--- src/rtl/posit_defines_es3.sv ---
// Shared constants, raw-product record and helpers for the es3 posit datapath.
package posit_defines_es3;

    localparam int NBITS     = 32;
    localparam int ES        = 3;
    localparam int FBITS     = 26;
    localparam int MBITS     = 54;
    localparam int MAX_SCALE = 240;
    localparam int POSIT_SERIALIZED_WIDTH_PRODUCT_ES3 = 67;

    typedef struct packed {
        logic              sgn;
        logic signed [9:0] scale;
        logic [MBITS-1:0]  fraction;
        logic              inf;
        logic              zero;
    } value_product;

    // Stage 0 holds the decoded regime geometry alongside the raw fraction.
    typedef struct packed {
        logic             sgn;
        logic             inf;
        logic             zero;
        logic             sat_hi;
        logic             sat_lo;
        logic             regime_pos;
        logic [6:0]       rlen;
        logic [2:0]       e;
        logic [MBITS-1:0] fraction;
    } stage0_t;

    // Stage 1 keeps magnitude plus guard in one word, with the sticky OR beside it.
    typedef struct packed {
        logic             sgn;
        logic             inf;
        logic             zero;
        logic             sat_hi;
        logic             sat_lo;
        logic [NBITS-1:0] top;
        logic             sticky;
    } stage1_t;

    function automatic value_product deserialize_prod(
        input logic [POSIT_SERIALIZED_WIDTH_PRODUCT_ES3-1:0] bits
    );
        value_product v;
        v.sgn      = bits[66];
        v.scale    = bits[65:56];
        v.fraction = bits[55:2];
        v.inf      = bits[1];
        v.zero     = bits[0];
        return v;
    endfunction

    function automatic logic [2*NBITS-1:0] shift_right(
        input logic [2*NBITS-1:0] value,
        input logic [6:0]         amount
    );
        return value >> amount;
    endfunction

endpackage

--- src/rtl/posit_encode_product_es3_if.sv ---
// Raw-product in / encoded-posit out bundle between the multiplier and the encoder.
interface posit_encode_product_es3_if;
    import posit_defines_es3::*;

    logic [POSIT_SERIALIZED_WIDTH_PRODUCT_ES3-1:0] in;
    logic                                          start;
    logic [NBITS-1:0]                              result;
    logic                                          inf;
    logic                                          zero;
    logic                                          done;

    modport master (output in, output start, input result, input inf, input zero, input done);
    modport slave  (input in, input start, output result, output inf, output zero, output done);

endinterface

--- src/rtl/posit_round_pack_es3.sv ---
// Round-to-nearest-even, saturation, sign and special-value packing of a posit magnitude.
module posit_round_pack_es3
    import posit_defines_es3::*;
(
    input  logic             sgn,
    input  logic [NBITS-2:0] mag_in,
    input  logic             guard,
    input  logic             sticky,
    input  logic             sat_hi,
    input  logic             sat_lo,
    input  logic             is_inf,
    input  logic             is_zero,
    output logic [NBITS-1:0] result,
    output logic             inf,
    output logic             zero
);

    localparam logic [NBITS-2:0] MAXPOS = {(NBITS-1){1'b1}};
    localparam logic [NBITS-2:0] MINPOS = {{(NBITS-2){1'b0}}, 1'b1};

    logic             round_up;
    logic [NBITS-1:0] rounded;
    logic [NBITS-2:0] mag;

    // Posits never round to zero or NaR, so both ends of the range clamp.
    always_comb begin
        round_up = guard & (sticky | mag_in[0]);
        rounded  = {1'b0, mag_in} + {{(NBITS-1){1'b0}}, round_up};
        mag      = rounded[NBITS-2:0];
        if (rounded[NBITS-1]) begin
            mag = MAXPOS;
        end
        if (mag == '0) begin
            mag = MINPOS;
        end
        if (sat_hi) begin
            mag = MAXPOS;
        end else if (sat_lo) begin
            mag = MINPOS;
        end

        result = sgn ? {1'b1, ~mag + 1'b1} : {1'b0, mag};
        inf    = 1'b0;
        zero   = 1'b0;
        if (is_inf) begin
            result = {1'b1, {(NBITS-1){1'b0}}};
            inf    = 1'b1;
        end else if (is_zero) begin
            result = '0;
            zero   = 1'b1;
        end
    end

endmodule

--- src/rtl/posit_encode_product_es3.sv ---
// Three-stage encoder from the serialized raw multiplier product to a 32-bit es3 posit.
module posit_encode_product_es3
    import posit_defines_es3::*;
(
    input  logic                       clk,
    input  logic                       rst,
    posit_encode_product_es3_if.slave  bus
);

    localparam logic signed [10:0] SAT_LIMIT  = 11'(MAX_SCALE);
    localparam logic [6:0]         SHIFT_CLIP = 7'(NBITS);

    value_product        in_val;
    logic signed [10:0]  scale_ext;
    logic signed [10:0]  k;
    logic [10:0]         run_len;

    stage0_t s0_d, s0_q;
    logic    s0_valid_d, s0_valid_q;
    stage1_t s1_d, s1_q;
    logic    s1_valid_d, s1_valid_q;

    logic [2*NBITS-1:0] packed_word;
    logic [2*NBITS-1:0] fill_mask;
    logic [2*NBITS-1:0] shifted;

    logic [NBITS-1:0] pack_result;
    logic             pack_inf;
    logic             pack_zero;
    logic [NBITS-1:0] result_d, result_q;
    logic             inf_d, inf_q;
    logic             zero_d, zero_q;
    logic             done_d, done_q;

    // Regime run is k+1 ones for k>=0, -k zeros otherwise.
    always_comb begin
        in_val     = deserialize_prod(bus.in);
        scale_ext  = {in_val.scale[9], in_val.scale};
        k          = scale_ext >>> ES;
        run_len    = k[10] ? -k : k + 11'sd1;
        s0_valid_d = 1'b0;
        s0_d       = s0_q;
        if (bus.start) begin
            s0_valid_d      = 1'b1;
            s0_d.sgn        = in_val.sgn;
            s0_d.inf        = in_val.inf;
            s0_d.zero       = in_val.zero;
            s0_d.sat_hi     = scale_ext > SAT_LIMIT;
            s0_d.sat_lo     = scale_ext < -SAT_LIMIT;
            s0_d.regime_pos = ~k[10];
            s0_d.rlen       = (run_len > 11'(NBITS)) ? SHIFT_CLIP : run_len[6:0];
            s0_d.e          = in_val.scale[2:0];
            s0_d.fraction   = in_val.fraction;
        end
    end

    // Terminator leads the word; the shift opens room for the regime, which the mask fills for k>=0.
    always_comb begin
        packed_word = {~s0_q.regime_pos, s0_q.e,
                       s0_q.fraction[MBITS-1:MBITS-FBITS-2], {NBITS{1'b0}}};
        fill_mask   = s0_q.regime_pos ? ~shift_right({(2*NBITS){1'b1}}, s0_q.rlen) : '0;
        shifted     = shift_right(packed_word, s0_q.rlen) | fill_mask;

        s1_valid_d  = s0_valid_q;
        s1_d.sgn    = s0_q.sgn;
        s1_d.inf    = s0_q.inf;
        s1_d.zero   = s0_q.zero;
        s1_d.sat_hi = s0_q.sat_hi;
        s1_d.sat_lo = s0_q.sat_lo;
        s1_d.top    = shifted[2*NBITS-1:NBITS];
        s1_d.sticky = (|shifted[NBITS-1:0]) | (|s0_q.fraction[MBITS-FBITS-3:0]);
    end

    posit_round_pack_es3 u_round_pack (
        .sgn     (s1_q.sgn),
        .mag_in  (s1_q.top[NBITS-1:1]),
        .guard   (s1_q.top[0]),
        .sticky  (s1_q.sticky),
        .sat_hi  (s1_q.sat_hi),
        .sat_lo  (s1_q.sat_lo),
        .is_inf  (s1_q.inf),
        .is_zero (s1_q.zero),
        .result  (pack_result),
        .inf     (pack_inf),
        .zero    (pack_zero)
    );

    always_comb begin
        result_d = result_q;
        inf_d    = inf_q;
        zero_d   = zero_q;
        done_d   = s1_valid_q;
        if (s1_valid_q) begin
            result_d = pack_result;
            inf_d    = pack_inf;
            zero_d   = pack_zero;
        end
    end

    always_ff @(posedge clk) begin
        if (rst) begin
            s0_q       <= '0;
            s0_valid_q <= 1'b0;
            s1_q       <= '0;
            s1_valid_q <= 1'b0;
            result_q   <= '0;
            inf_q      <= 1'b0;
            zero_q     <= 1'b0;
            done_q     <= 1'b0;
        end else begin
            s0_q       <= s0_d;
            s0_valid_q <= s0_valid_d;
            s1_q       <= s1_d;
            s1_valid_q <= s1_valid_d;
            result_q   <= result_d;
            inf_q      <= inf_d;
            zero_q     <= zero_d;
            done_q     <= done_d;
        end
    end

    assign bus.result = result_q;
    assign bus.inf    = inf_q;
    assign bus.zero   = zero_q;
    assign bus.done   = done_q;

endmodule

--- src/flat_wrapper.sv ---
// flat-port wrapper written by rule: the top's interface ports become plain ports
module posit_encode_product_es3_flat import posit_defines_es3::*;
  (clk, rst, bus_in, bus_start, bus_result, bus_inf, bus_zero, bus_done);
  posit_encode_product_es3_if bus_i ();
  input  logic clk;
  input  logic rst;
  input wire logic [$bits(bus_i.in)-1:0] bus_in;
  input wire logic [$bits(bus_i.start)-1:0] bus_start;
  output wire logic [$bits(bus_i.result)-1:0] bus_result;
  output wire logic [$bits(bus_i.inf)-1:0] bus_inf;
  output wire logic [$bits(bus_i.zero)-1:0] bus_zero;
  output wire logic [$bits(bus_i.done)-1:0] bus_done;
  assign bus_i.in = bus_in;
  assign bus_i.start = bus_start;
  assign bus_result = bus_i.result;
  assign bus_inf = bus_i.inf;
  assign bus_zero = bus_i.zero;
  assign bus_done = bus_i.done;
  posit_encode_product_es3 u_core (.clk(clk), .rst(rst), .bus(bus_i));
endmodule
--- config.mk ---
export PLATFORM = sky130hd
export DESIGN_NAME = posit_encode_product_es3_flat
export DESIGN_NICKNAME = d
export VERILOG_FILES = /design/src/rtl/posit_defines_es3.sv /design/src/rtl/posit_encode_product_es3_if.sv /design/src/rtl/posit_round_pack_es3.sv /design/src/rtl/posit_encode_product_es3.sv /design/src/flat_wrapper.sv
export SDC_FILE = /design/constraint.sdc
export NUM_CORES = 1
export LEC_CHECK = 0
export ABC_CLOCK_PERIOD_IN_PS = 5400
export BUFFER_PORTS_ARGS = -buffer_cell sky130_fd_sc_hd__buf_2
export CAP_MARGIN = 15
export CORE_MARGIN = 2
export CORE_UTILIZATION = 42
export CTS_CLUSTER_SIZE = 30
export DETAILED_ROUTE_END_ITERATION = 10
export PLACE_DENSITY = 0.61
export SLEW_MARGIN = 20
export SYNTH_ARGS = -nofsm -noshare
export SYNTH_HDL_FRONTEND = slang
export SYNTH_SLANG_ARGS = --single-unit
export TNS_END_PERCENT = 10
--- constraint.sdc ---
create_clock -name clk -period 5.4 [get_ports clk]
set_clock_uncertainty 0.05 [all_clocks]
set_input_delay 0.81 -clock clk [delete_from_list [all_inputs] [get_ports clk]]
set_output_delay 0.81 -clock clk [all_outputs]
set_load 0.01 [all_outputs]
# Word-level counts from Yosys, hierarchy flattened
# Index checks and enable logic that the tools add are counted.
# word_totals
reg_bits,145
inputBits,70
out_inout_bits,35
word_cells,56
# classes
addsub,4
order_cmp,3
shift,2
n_mux,14
n_bitwise,8
reduce_logical,3
# op_table
operator,count
$mux 31,4
$mux 32,3
$mux 64,1
$not 64->64,1
$or 64x64->64,1
$shr 64x7->64,1
$shr 64x7->64 const A,1
$add 31x1->32,1
$reduce_or 32->1,1
$add 31x1->31 const B,1
$logic_not 31->1,1
$not 31->31,1
$reduce_or 26->1,1
$gt 11x6->1 const B,1
$mux 11,1
$neg 7->11,1
$gt 10x9->1 const B,1
$lt 10x9->1 const B,1
$add 7x2->8 const B,1
$mux 7,1
$mux 1,4
$not 1->1,2
$or 1x1->1,2
$and 1x1->1,1

# Logic depth before layout (Yosys ltp)
# Gate-level depths: netlist (run 1).
# logic_depth
ltp_word,13
mapped_depth,22
mapped_depth_nobuf,20

# By module
# A second synthesis (run 1) with hierarchy kept.
# unflattened
cells_unflattened,1383
area_unflattened_um2,11224.5
# modules_own_cells
mod,instances,cells_each,area_per_inst_um2,seq_area_each_um2
posit_encode_product_es3,1,927,8451.9,2902.8
posit_round_pack_es3,1,456,2772.7,0.0

# Least setup slack after synthesis (run 1)
# Ideal clock, no wire load.
# synth_path
kind,register -> register
from,register u_core.s1_q[2] (netlist name)
to,"register u_core.result_q[26], in the netlist u_core.bus.result[26]"
setup_ns,0.128
arrival_ns,4.195
required_time_ns,5.222
path_slack_ns,1.027
stages_incl_launch_ff,22
path_buffers,2
period_less_slack_ns,4.373
path_cell_list,dfxtp_1 -> o21a_1 -> ha_1 -> ha_1 -> clkbuf_1 -> nand4_1 -> nor4_4 -> nand2_1 -> or4b_2 -> nand3_1 -> nand4_1 -> o21ai_2 -> buf_2 -> nor2_1 -> ha_1 -> and3_1 -> a22o_1 -> a32o_1 -> nand4b_1 -> o21ai_0 -> xnor2_1 -> o21ai_0
# synth_via
elab_chain_cells,13
# synth_rtl
item,line,rtl
"start, declared",posit_encode_product_es3.sv:20,"stage1_t s1_d, s1_q;"
"start signal, assigned",posit_encode_product_es3.sv:104,s1_q <= '0;
"start signal, assigned",posit_encode_product_es3.sv:113,s1_q <= s1_d;
$or 1x1->1,posit_round_pack_es3.sv:27,round_up = guard & (sticky | mag_in[0]);
$and 1x1->1,posit_round_pack_es3.sv:27,
$add 31x1->32 *,posit_round_pack_es3.sv:28,"rounded = {1'b0, mag_in} + {{(NBITS-1){1'b0}}, round_up};"
$mux 31 *,posit_round_pack_es3.sv:30,if (rounded[NBITS-1]) begin
$logic_not 31->1,posit_round_pack_es3.sv:33,if (mag == '0) begin
$mux 31 *,posit_round_pack_es3.sv:33,
$mux 31 *,posit_round_pack_es3.sv:38,end else if (sat_lo) begin
$mux 31 *,posit_round_pack_es3.sv:36,if (sat_hi) begin
$not 31->31,posit_round_pack_es3.sv:42,"result = sgn ? {1'b1, ~mag + 1'b1} : {1'b0, mag};"
$add 31x1->31,posit_round_pack_es3.sv:42,
$mux 32 *,posit_round_pack_es3.sv:42,
$mux 32 *,posit_round_pack_es3.sv:48,end else if (is_zero) begin
$mux 32 *,posit_round_pack_es3.sv:45,if (is_inf) begin
"end signal, assigned",posit_encode_product_es3.sv:115,result_q <= result_d;
"end, declared",posit_encode_product_es3.sv:30,"logic [NBITS-1:0] result_d, result_q;"
# Mark *: on every way between the ends. The rest lies on a longest branch, timed or not.
# A chain may end at the register's enable or synchronous reset.

# Worst setup path after layout (run 1)
# Ends and elaborated chain as after synthesis.

==> reports/metrics.cfg, run 1 <==
[routing]
drt-pass1-iter-count=5
met3WireLength_mm=1.563
met2WireLength_mm=12.19
final_antenna_net_count=0
routed_wire_length_mm=26.70
drt-initial-drc-count=672
routed-via-count=9028
wire_per_inst_um=17.17
remaining_drc_errors=0
detail_route.vias_per_cell=5.806
top_layer_used=met4
total_routed_wire_length_on_the_met1_layer_mm=12.27

[grt]
grtUsageTotal_pct=22.67
grt_pass1_vias=8563
initial_antenna_violation_count=0
grt_max_degree=71
globalRoute.totalOverflow=0
grt_first_pass_wirelength_mm=44.43

[sta]
sum_neg_setup_slack_ns=0
slew_viol_final=0
grt_setup_unrepaired=no
layout_min_cycle_time_ns=4.621
tightest_slew_ns=1.094
timing.max_slew.rel_slack_pct=27.04
post-route-worst-setup-slack_ns=0.7787
finalCritPeriodShare_pct=85.58
setup_violations=0
hold_viol=0
achievable-frequency_mhz=216.4

[setup_path]
crit_buf_inv=0
cpMaxStageDelayCell=or4b_2
regToRegSetupSlack_ns=0.78
cpMostUsedCell=ha_1
timing_worst_setup_path_type=reg2reg
sequence_of_cells_on_the_critical_path=o21a_1, ha_1, ha_1, nand4_1, nor4_4, nand2_1, or4b_2, nand3_1, nand4_1, o21ai_2, nor2_1, ha_1, and3_1, a22o_1, a32o_1, nand4b_1, o21ai_0, xnor2_1, o21ai_0
endpoint_kind=flop
critical_path.max_stage_delay_ns=0.63
crit_family=simple AND/OR/NAND/NOR gates
timing.critical_path.from_type=flop
data_arrival_at_the_endpoint_of_the_critical_path_ns=4.87
critPathMaxFanout=9
worst_ep_required_time_ns=5.65

[clock_tree]
cts_buffers=17
hold_buffers=0
clk_transition_reported_paths_ns=0.07
worst_skew_pair.late_latency_ns=0.43
post_cts_buffers=0
tritoncts_clock_tree=built
clkSinkCount=145
cts_root_buffer=clkbuf_16
clock_tree.htree_level_count=4
clock_tree.buffer_depth=2
cts_resized=0

[placed_design]
detailedPlacementHpwl_mm=19.45
placed_area_sq_mm=0.01013
port-buffer-count=104
pre_cts_slack_ns=0.7662
gpl.final_weighted_congestion=0.9245

[die]
floorplan.initialDensity_pct=43.16
die_area_sq_mm=0.02378
die-height_um=154.2
io-pin-count=105
coreArea_sq_mm=0.02196
die_x_um=154.2
floorplan.rows=54

[layout]
fin_area_sq_mm=0.01071
area_growth_pct=12.98
final_cell_mix=nor2_1 (162), dfxtp_1 (141), nand2_1 (128)
drive_above_1_share_pct=16.24
diodes=0
finalCoreUtilization_pct=48.76
layout_commonest_cell=nor2_1
net_count_reported_at_finish=1337

[synthesis]
synth_enable_flop_cells=0
post_synth_instance_area_sq_mm=0.009477
synth-seq-area-share_pct=30.63
postSynth.asyncResetShare_pct=0
syn_area_per_cell_sq_um=7.819
postSynthRegisterBits=145
dominantRegCellSynth=dfxtp_1
synthesis.instances=1212
synth_cell_types=79
yosysWarnings=0
syn_nets=1287

[hold_path]
hold_class=reg2reg

[power_and_ir_drop]
sequential_share_of_power_pct=39.3
share_clk_of_total_power_pct=37.0
cell_internal_pwr_mw=2.059
combPwrFrac_pct=23.6
ir_worst_vdd_mv=0.2198
leakagePower_nw=4.369
pwr_density_cell_mw_per_mm2=293.9
power_after_layout_mw=3.147
power.switching_fraction_pct=34.56
netSwitchingPower_mw=1.087

[job]
max-cap-violations=0

[outcome]
result_of_the_run=complete, no violations

-- Yosys cell counts, types with 5 or more instances --
cell | count | area [sq um]
a211oi_1 | 8 | 60.06
a21o_1 | 6 | 45.04
a21oi_1 | 90 | 450.4
a31oi_1 | 15 | 93.84
and2_1 | 8 | 50.05
and3_1 | 11 | 68.82
and4_1 | 12 | 105.1
buf_1 | 17 | 63.81
buf_2 | 11 | 55.05
clkbuf_1 | 63 | 236.5
dfxtp_1 | 145 | 2903
ha_1 | 5 | 62.56
inv_1 | 18 | 67.56
mux2_2 | 17 | 191.4
mux2i_1 | 105 | 1051
mux4_2 | 13 | 292.8
nand2_1 | 128 | 480.5
nand2b_1 | 15 | 93.84
nand3_1 | 37 | 185.2
nand4_1 | 23 | 143.9
nor2_1 | 162 | 608.1
nor2b_1 | 18 | 112.6
nor3_1 | 15 | 75.07
nor4_1 | 15 | 93.84
o211ai_1 | 5 | 37.54
o21ai_0 | 79 | 395.4
o22ai_1 | 7 | 43.79
o31ai_1 | 11 | 82.58
o41ai_1 | 10 | 87.58
or2_2 | 5 | 31.28
or3_1 | 8 | 50.05
xnor2_1 | 31 | 271.5
xor2_1 | 20 | 175.2
-- per-layer routing --
layer	vias up	GRT usage, %
li1	4470	-
met1	4208	30.98
met2	300	36.26
met3	50	3.699
met4	0	8.233
met5	-	0
-- final timing paths --
check	startpoint	endpoint	cells after the start
worst max register to register	u_core.s1_q[2]$_SDFF_PP0_	u_core.bus.result[26]$_SDFFE_PP0P_	19
worst min register to register	u_core.s0_valid_q$_SDFF_PP0_	u_core.done_d$_SDFF_PP0_	1
worst max-delay path	u_core.s1_q[2]$_SDFF_PP0_	u_core.bus.result[26]$_SDFFE_PP0P_	19
worst min-delay path	u_core.s0_valid_q$_SDFF_PP0_	u_core.done_d$_SDFF_PP0_	1
-- logic make-up after synthesis --
family	synth area share [%]
AOI/OAI and AO/OA	18.15
and+or+nand+nor	24.98
DFF	30.63
buffers and inverters	4.661
xor gates and xnor gates	4.714
adders and majority gates	0.6602
muxes	16.20
-- cell type report --
class,count,area [sq um]
Sequential cell,145,2908
Clock buffer,18,429.2
Multi-Input combinational cell,955,6132
Inverter,20,75.07
Tap cell,280,350.3
Timing Repair Buffer,123,668.1
Clock inverter,14,143.9
Fill cell,2212,11250
-- power groups by stage --
stage	logic, mW	registers, mW	clock network, mW
6_report	0.744	1.24	1.17
3_5_place_dp	0.730	1.26	0
2_1_floorplan	0.584	1.20	0
3_3_place_gp	0.727	1.26	0
5_1_grt	0.822	1.25	1.24
4_1_cts	0.735	1.24	1.19
-- per-stage QoR --
step                hold slack [ns]  instances
floorplan                    0.3638       1212
global placement             0.3699       1523
detailed placement           0.3720       1523
CTS                          0.3886       1555
global route                 0.4141       1555
finish                       0.3849       1555
-- sequential cells by signal (all words and copies together) (netlist names) --
signal              cells
u_core.bus.inf          1
u_core.bus.done         1
u_core.bus.result      32
u_core.s0_q            39
u_core.s1_q            38
u_core.packed_word     31
u_core.done_d           1
u_core.bus.zero         1
u_core.s0_valid_q       1
Note: power is estimated with default switching activity, not from simulation.
==> run 2: changes to the inputs <==
--- a/config.mk
+++ b/config.mk
@@ -12,7 +12,7 @@
 export CORE_UTILIZATION = 42
 export CTS_CLUSTER_SIZE = 30
 export DETAILED_ROUTE_END_ITERATION = 10
-export PLACE_DENSITY = 0.61
+export PLACE_DENSITY = 0.69
 export SLEW_MARGIN = 20
 export SYNTH_ARGS = -nofsm -noshare
 export SYNTH_HDL_FRONTEND = slang
==> reports/metrics.cfg, run 2 (synthesized netlist as in run 1, its figures left out) <==
[die]
die-height_um=154.2  ; unchanged
floorplan.rows=54  ; unchanged
die_x_um=154.2  ; unchanged
coreArea_sq_mm=0.02196  ; unchanged
io-pin-count=105  ; unchanged
floorplan.initialDensity_pct=43.16  ; unchanged
die_area_sq_mm=0.02378  ; unchanged

[hold_path]
hold-path-cell-count=2  ; was 1
hold_class=reg2reg  ; unchanged

[clock_tree]
clkSinkCount=145  ; unchanged
clock_tree.htree_level_count=4  ; unchanged
cts_resized=0  ; unchanged
clk_transition_reported_paths_ns=0.07  ; about the same
hold_buffers=0  ; unchanged
tritoncts_clock_tree=built  ; unchanged
cts_root_buffer=clkbuf_16  ; unchanged
post_cts_buffers=0  ; unchanged
clock_tree.buffer_depth=2  ; unchanged
cts_buffers=17  ; unchanged
worst_skew_pair.late_latency_ns=0.43  ; about the same

[setup_path]
rr_worst_depth=19  ; unchanged
endpoint_kind=flop  ; unchanged
data_arrival_at_the_endpoint_of_the_critical_path_ns=4.85  ; was 4.87 ns
critPathMaxFanout=9  ; unchanged
worst_ep_required_time_ns=5.64  ; was 5.65 ns
timing.critical_path.from_type=flop  ; unchanged
timing_worst_setup_path_type=reg2reg  ; unchanged

[sta]
timing.max_slew.rel_slack_pct=26.13  ; was 27.04%
achievable-frequency_mhz=216.7  ; was 216.4 MHz
tightest_slew_ns=1.108  ; was 1.094 ns
layout_min_cycle_time_ns=4.615  ; was 4.621 ns
sum_neg_setup_slack_ns=0  ; unchanged
grt_setup_unrepaired=no  ; unchanged
slew_viol_final=0  ; unchanged
hold_viol=0  ; unchanged
setup_violations=0  ; unchanged
finalCritPeriodShare_pct=85.47  ; was 85.58%

[routing]
routed_wire_length_mm=25.76  ; was 26.70 mm
drt-initial-drc-count=705  ; was 672
routed-via-count=9023  ; was 9028
detail_route.vias_per_cell=5.814  ; was 5.806
drt-pass1-iter-count=7  ; was 5
wire_per_inst_um=16.60  ; was 17.17 um
remaining_drc_errors=0  ; unchanged
final_antenna_net_count=0  ; unchanged

[placed_design]
gpl.final_weighted_congestion=0.9404  ; was 0.9245
detailedPlacementHpwl_mm=18.99  ; was 19.45 mm
port-buffer-count=104  ; unchanged

[power_and_ir_drop]
power_after_layout_mw=3.111  ; was 3.147 mW
pwr_density_cell_mw_per_mm2=291.4  ; was 293.9 mW/mm^2
leakagePower_nw=4.345  ; was 4.369 nW
ir_worst_vdd_mv=0.2016  ; was 0.2198 mV

[grt]
grt_max_degree=74  ; was 71
initial_antenna_violation_count=0  ; unchanged
globalRoute.totalOverflow=0  ; unchanged
grtUsageTotal_pct=21.75  ; was 22.67%
grt_pass1_vias=8464  ; was 8563
grt_first_pass_wirelength_mm=42.99  ; was 44.43 mm

[layout]
register_with_the_most_flip_flops=u_core.s0_q  ; unchanged
diodes=0  ; unchanged
largest_register_ff_count=39  ; unchanged
drive_above_1_share_pct=16.04  ; was 16.24%
final_cell_mix=nor2_1 (162), dfxtp_1 (142), nand2_1 (128)  ; was nor2_1 (162), dfxtp_1 (141), nand2_1 (128)
net_count_reported_at_finish=1334  ; was 1337
area_growth_pct=12.64  ; was 12.98%
layout_commonest_cell=nor2_1  ; unchanged

[job]
max-cap-violations=0  ; unchanged

[outcome]
result_of_the_run=complete, no violations  ; unchanged

run 2: cell count changes in the layout (fill, tap and decap cells not counted):
cell / before / now
clkinv_4: 3 / 1
dfxtp_2: 4 / 3
dfxtp_1: 141 / 142
buf_4: 21 / 18
clkbuf_1: 1 / 0
clkinv_2: 0 / 1
inv_8: 6 / 3
inv_6: 3 / 6
clkinvlp_4: 1 / 3
run 2: final cells by class:
cell class                      count  area [sq um]
Inverter                           20         75.07
Fill cell                        2161         11280
Timing Repair Buffer              120         645.6
Clock inverter                     15         138.9
Clock buffer                       17         425.4
Multi-Input combinational cell    955          6132
Tap cell                          280         350.3
Sequential cell                   145          2907
run 2: routing by layer:
metal / vias up / part of all wire (%) / global-route usage [%]
met4: 0 / 2.0 / 6.631
met5: - / 0 / 0
met3: 44 / 6.5 / 4.651
li1: 4456 / - / -
met1: 4196 / 46 / 29.42
met2: 327 / 45 / 34.91
run 2: metrics by stage:
step,utilization [%],area (sq um),hold WS [ns],worst slack (ns),cells
6_report,48.61,10670,0.3957,0.7848,1552
5_1_grt,48.61,10670,0.4181,0.5302,1552
4_1_cts,48.61,10670,0.4026,0.8158,1552
3_5_place_dp,46.04,10110,0.3858,0.8401,1520
3_3_place_gp,46.04,10110,0.3788,0.9952,1520
2_1_floorplan,-,9477,0.3638,1.027,1212
run 2: worst paths after layout:
path,slack (ns),to,from
setup / recovery,0.78,u_core.bus.result[26]$_SDFFE_PP0P_,u_core.s1_q[2]$_SDFF_PP0_
hold / removal,0.40,u_core.bus.result[17]$_SDFFE_PP0P_,u_core.bus.result[17]$_SDFFE_PP0P_
setup reg to reg,0.78,u_core.bus.result[26]$_SDFFE_PP0P_,u_core.s1_q[2]$_SDFF_PP0_
hold reg to reg,0.40,u_core.bus.result[17]$_SDFFE_PP0P_,u_core.bus.result[17]$_SDFFE_PP0P_
run 2: power breakdown:
group	leakage [nW]	switching (mW)	internal, mW	total, mW
sequential	1.19	0.0929	1.14	1.23
clock	0.270	0.532	0.609	1.14
combinational	2.89	0.436	0.306	0.741
run 2: critical path, cell delays in order, from the launching register on:
cell and delay [ns]:
dfxtp_1 0.34, o21a_1 0.12, ha_1 0.25, ha_1 0.38, nand4_1 0.20, nor4_4 0.31, nand2_1 0.17, or4b_2 0.63
nand3_1 0.13, nand4_1 0.15, o21ai_2 0.19, nor2_1 0.07, ha_1 0.23, and3_1 0.16, a22o_1 0.26, a32o_1 0.30
nand4b_1 0.17, o21ai_0 0.14, xnor2_1 0.16, o21ai_0 0.08
==> run 3: changes to the inputs <==
--- a/config.mk
+++ b/config.mk
@@ -8,11 +8,14 @@
 export ABC_CLOCK_PERIOD_IN_PS = 5400
 export BUFFER_PORTS_ARGS = -buffer_cell sky130_fd_sc_hd__buf_2
 export CAP_MARGIN = 15
+export CELL_PAD_IN_SITES_DETAIL_PLACEMENT = 1
+export CELL_PAD_IN_SITES_GLOBAL_PLACEMENT = 1
 export CORE_MARGIN = 2
 export CORE_UTILIZATION = 42
+export CTS_BUF_LIST = sky130_fd_sc_hd__clkbuf_4 sky130_fd_sc_hd__clkbuf_8
 export CTS_CLUSTER_SIZE = 30
 export DETAILED_ROUTE_END_ITERATION = 10
-export PLACE_DENSITY = 0.69
+export PLACE_DENSITY = 0.86
 export SLEW_MARGIN = 20
 export SYNTH_ARGS = -nofsm -noshare
 export SYNTH_HDL_FRONTEND = slang
==> reports/metrics.cfg, run 3 (synthesized netlist as in run 1, its figures left out) <==
[layout]
final-instance-count-excl-fill=1556  ; was 1552
final_cell_mix=nor2_1 (162), dfxtp_1 (141), nand2_1 (128)  ; was nor2_1 (162), dfxtp_1 (142), nand2_1 (128)
register_with_the_most_flip_flops=u_core.s0_q  ; unchanged
finalCoreUtilization_pct=48.09  ; was 48.61%
layout_commonest_cell=nor2_1  ; unchanged
drive_above_1_share_pct=16.38  ; was 16.04%
diodes=0  ; unchanged
net_count_reported_at_finish=1338  ; was 1334
largest_register_ff_count=39  ; unchanged
fin_area_sq_mm=0.01056  ; was 0.01067 sq mm
area_growth_pct=11.42  ; was 12.64%
fillCellCount=2739  ; was 2161

[routing]
routed-via-count=9375  ; was 9023
detail_route.vias_per_cell=6.025  ; was 5.814
wire_per_inst_um=19.52  ; was 16.60 um
remaining_drc_errors=0  ; unchanged
drt-initial-drc-count=593  ; was 705
final_antenna_net_count=0  ; unchanged
routed_wire_length_mm=30.37  ; was 25.76 mm
drt-pass1-iter-count=5  ; was 7

[setup_path]
critPathMaxFanout=9  ; unchanged
data_arrival_at_the_endpoint_of_the_critical_path_ns=5.02  ; was 4.85 ns
critical_path.max_stage_delay_ns=0.63  ; about the same
worst_ep_required_time_ns=5.69  ; was 5.64 ns
timing_worst_setup_path_type=reg2reg  ; unchanged
timing.critical_path.from_type=flop  ; unchanged
cpMostUsedCell=ha_1  ; unchanged
cpMaxStageDelayCell=or4b_2  ; unchanged
endpoint_kind=flop  ; unchanged
sequence_of_cells_on_the_critical_path=o21a_1, ha_1, ha_1, nand4_1, nor4_4, nand2_1, or4b_2, nand3_1, nand4_1, o21ai_2, nor2_1, ha_1, and3_1, a22o_1, a32o_1, nand4b_1, o21ai_0, xnor2_1, o21ai_0  ; unchanged

[sta]
hold_viol=0  ; unchanged
finalCritPeriodShare_pct=87.63  ; was 85.47%
timing.max_slew.rel_slack_pct=29.25  ; was 26.13%
grt_setup_unrepaired=no  ; unchanged
layout_min_cycle_time_ns=4.732  ; was 4.615 ns
setup_violations=0  ; unchanged
tightest_slew_ns=1.061  ; was 1.108 ns
slew_viol_final=0  ; unchanged
achievable-frequency_mhz=211.3  ; was 216.7 MHz
sum_neg_setup_slack_ns=0  ; unchanged

[die]
floorplan.initialDensity_pct=43.16  ; unchanged
die_area_sq_mm=0.02378  ; unchanged
io-pin-count=105  ; unchanged
die-height_um=154.2  ; unchanged
floorplan.rows=54  ; unchanged
coreArea_sq_mm=0.02196  ; unchanged
die_x_um=154.2  ; unchanged

[power_and_ir_drop]
power_after_layout_mw=2.925  ; was 3.111 mW
ir_worst_vdd_mv=0.1811  ; was 0.2016 mV
pwr_density_cell_mw_per_mm2=277.0  ; was 291.4 mW/mm^2
leakagePower_nw=4.305  ; was 4.345 nW

[placed_design]
detailedPlacementHpwl_mm=22.14  ; was 18.99 mm
place_inst=1524  ; was 1520
port-buffer-count=104  ; unchanged
gpl.final_weighted_congestion=0.9029  ; was 0.9404
placed_area_sq_mm=0.01014  ; was 0.01011 sq mm

[grt]
grt_max_degree=97  ; was 74
grtUsageTotal_pct=25.51  ; was 21.75%
globalRoute.totalOverflow=0  ; unchanged
grt_first_pass_wirelength_mm=49.56  ; was 42.99 mm
initial_antenna_violation_count=0  ; unchanged
grt_pass1_vias=9543  ; was 8464

[clock_tree]
worst_skew_pair.late_latency_ns=0.47  ; was 0.43 ns
post_cts_buffers=0  ; unchanged
clkSinkCount=145  ; unchanged
cts_buffers=17  ; unchanged
tritoncts_clock_tree=built  ; unchanged
hold_buffers=0  ; unchanged
clock_tree.htree_level_count=4  ; unchanged
clock_tree.buffer_depth=2  ; unchanged
clk_transition_reported_paths_ns=0.11  ; was 0.07 ns
cts_resized=0  ; unchanged
cts_root_buffer=clkbuf_8  ; was clkbuf_16

[job]
max-cap-violations=0  ; unchanged

[hold_path]
hold_class=reg2reg  ; unchanged

[outcome]
result_of_the_run=complete, no violations  ; unchanged

## run 3: changes by cell type in the layout (fill, tap and decap cells not counted)
cell / change
dfxtp_1: -1
clkinv_4: +2
buf_4: +4
dfxtp_2: +1
inv_6: -5
inv_8: +3
inv_12: +1
clkinv_2: -1
clkbuf_8: +17
clkinv_8: +3
clkbuf_16: -17
clkinvlp_4: -3
## run 3: worst paths after layout
path | start | to | slack (ns) | cells after the start
max | u_core.s1_q[2]$_SDFF_PP0_ | u_core.bus.result[26]$_SDFFE_PP0P_ | 0.67 | 19
min | u_core.s0_valid_q$_SDFF_PP0_ | u_core.done_d$_SDFF_PP0_ | 0.39 | 1
max reg2reg | u_core.s1_q[2]$_SDFF_PP0_ | u_core.bus.result[26]$_SDFFE_PP0P_ | 0.67 | 19
min reg2reg | u_core.s0_valid_q$_SDFF_PP0_ | u_core.done_d$_SDFF_PP0_ | 0.39 | 1
## run 3: critical path: cells and delay by family, from the launching register on
family	cells	cell delay (ns)
flip-flops	1	0.35
adder cells (fa/ha/maj)	3	0.90
AND/OR/NAND/NOR	9	2.00
XOR/XNOR	1	0.18
AO/OA/AOI/OAI	6	1.12
## run 3: through the flow
stage / hold slack [ns] / setup slack [ns]
floorplan: 0.3638 / 1.027
global placement: 0.3776 / 0.9461
detailed placement: 0.3739 / 0.6801
CTS: 0.3974 / 0.6608
global route: 0.4132 / 0.3585
finish: 0.3943 / 0.6678
## run 3: area by class of cell
| type | instances | area (sq um) | area share (%) |
|---|---|---|---|
| Multi-Input combinational cell | 955 | 6132 | 58.08 |
| Sequential cell | 145 | 2908 | 27.54 |
| Timing Repair Buffer | 124 | 675.6 | 6.399 |
| Tap cell | 280 | 350.3 | 3.318 |
| Clock buffer | 17 | 234.0 | 2.216 |
| Clock inverter | 15 | 183.9 | 1.742 |
| Inverter | 20 | 75.07 | 0.7110 |
## run 3: power by group
| part | internal, mW | switching (mW) |
|---|---|---|
| Combinational | 0.309 | 0.466 |
| Sequential | 1.13 | 0.101 |
| Clock | 0.360 | 0.554 |
| Total | 1.80 | 1.12 |
## run 3: per-layer routing
metal / part of all wire, % / global-route usage (%) / vias to the layer above / wire [um]
met2: 48 / 43.88 / 302 / 14660
met1: 43 / 31.82 / 4549 / 13110
met4: 2.9 / 9.479 / 0 / 870
met3: 5.7 / 4.875 / 66 / 1726
li1: - / - / 4458 / -
met5: 0 / 0 / - / 0
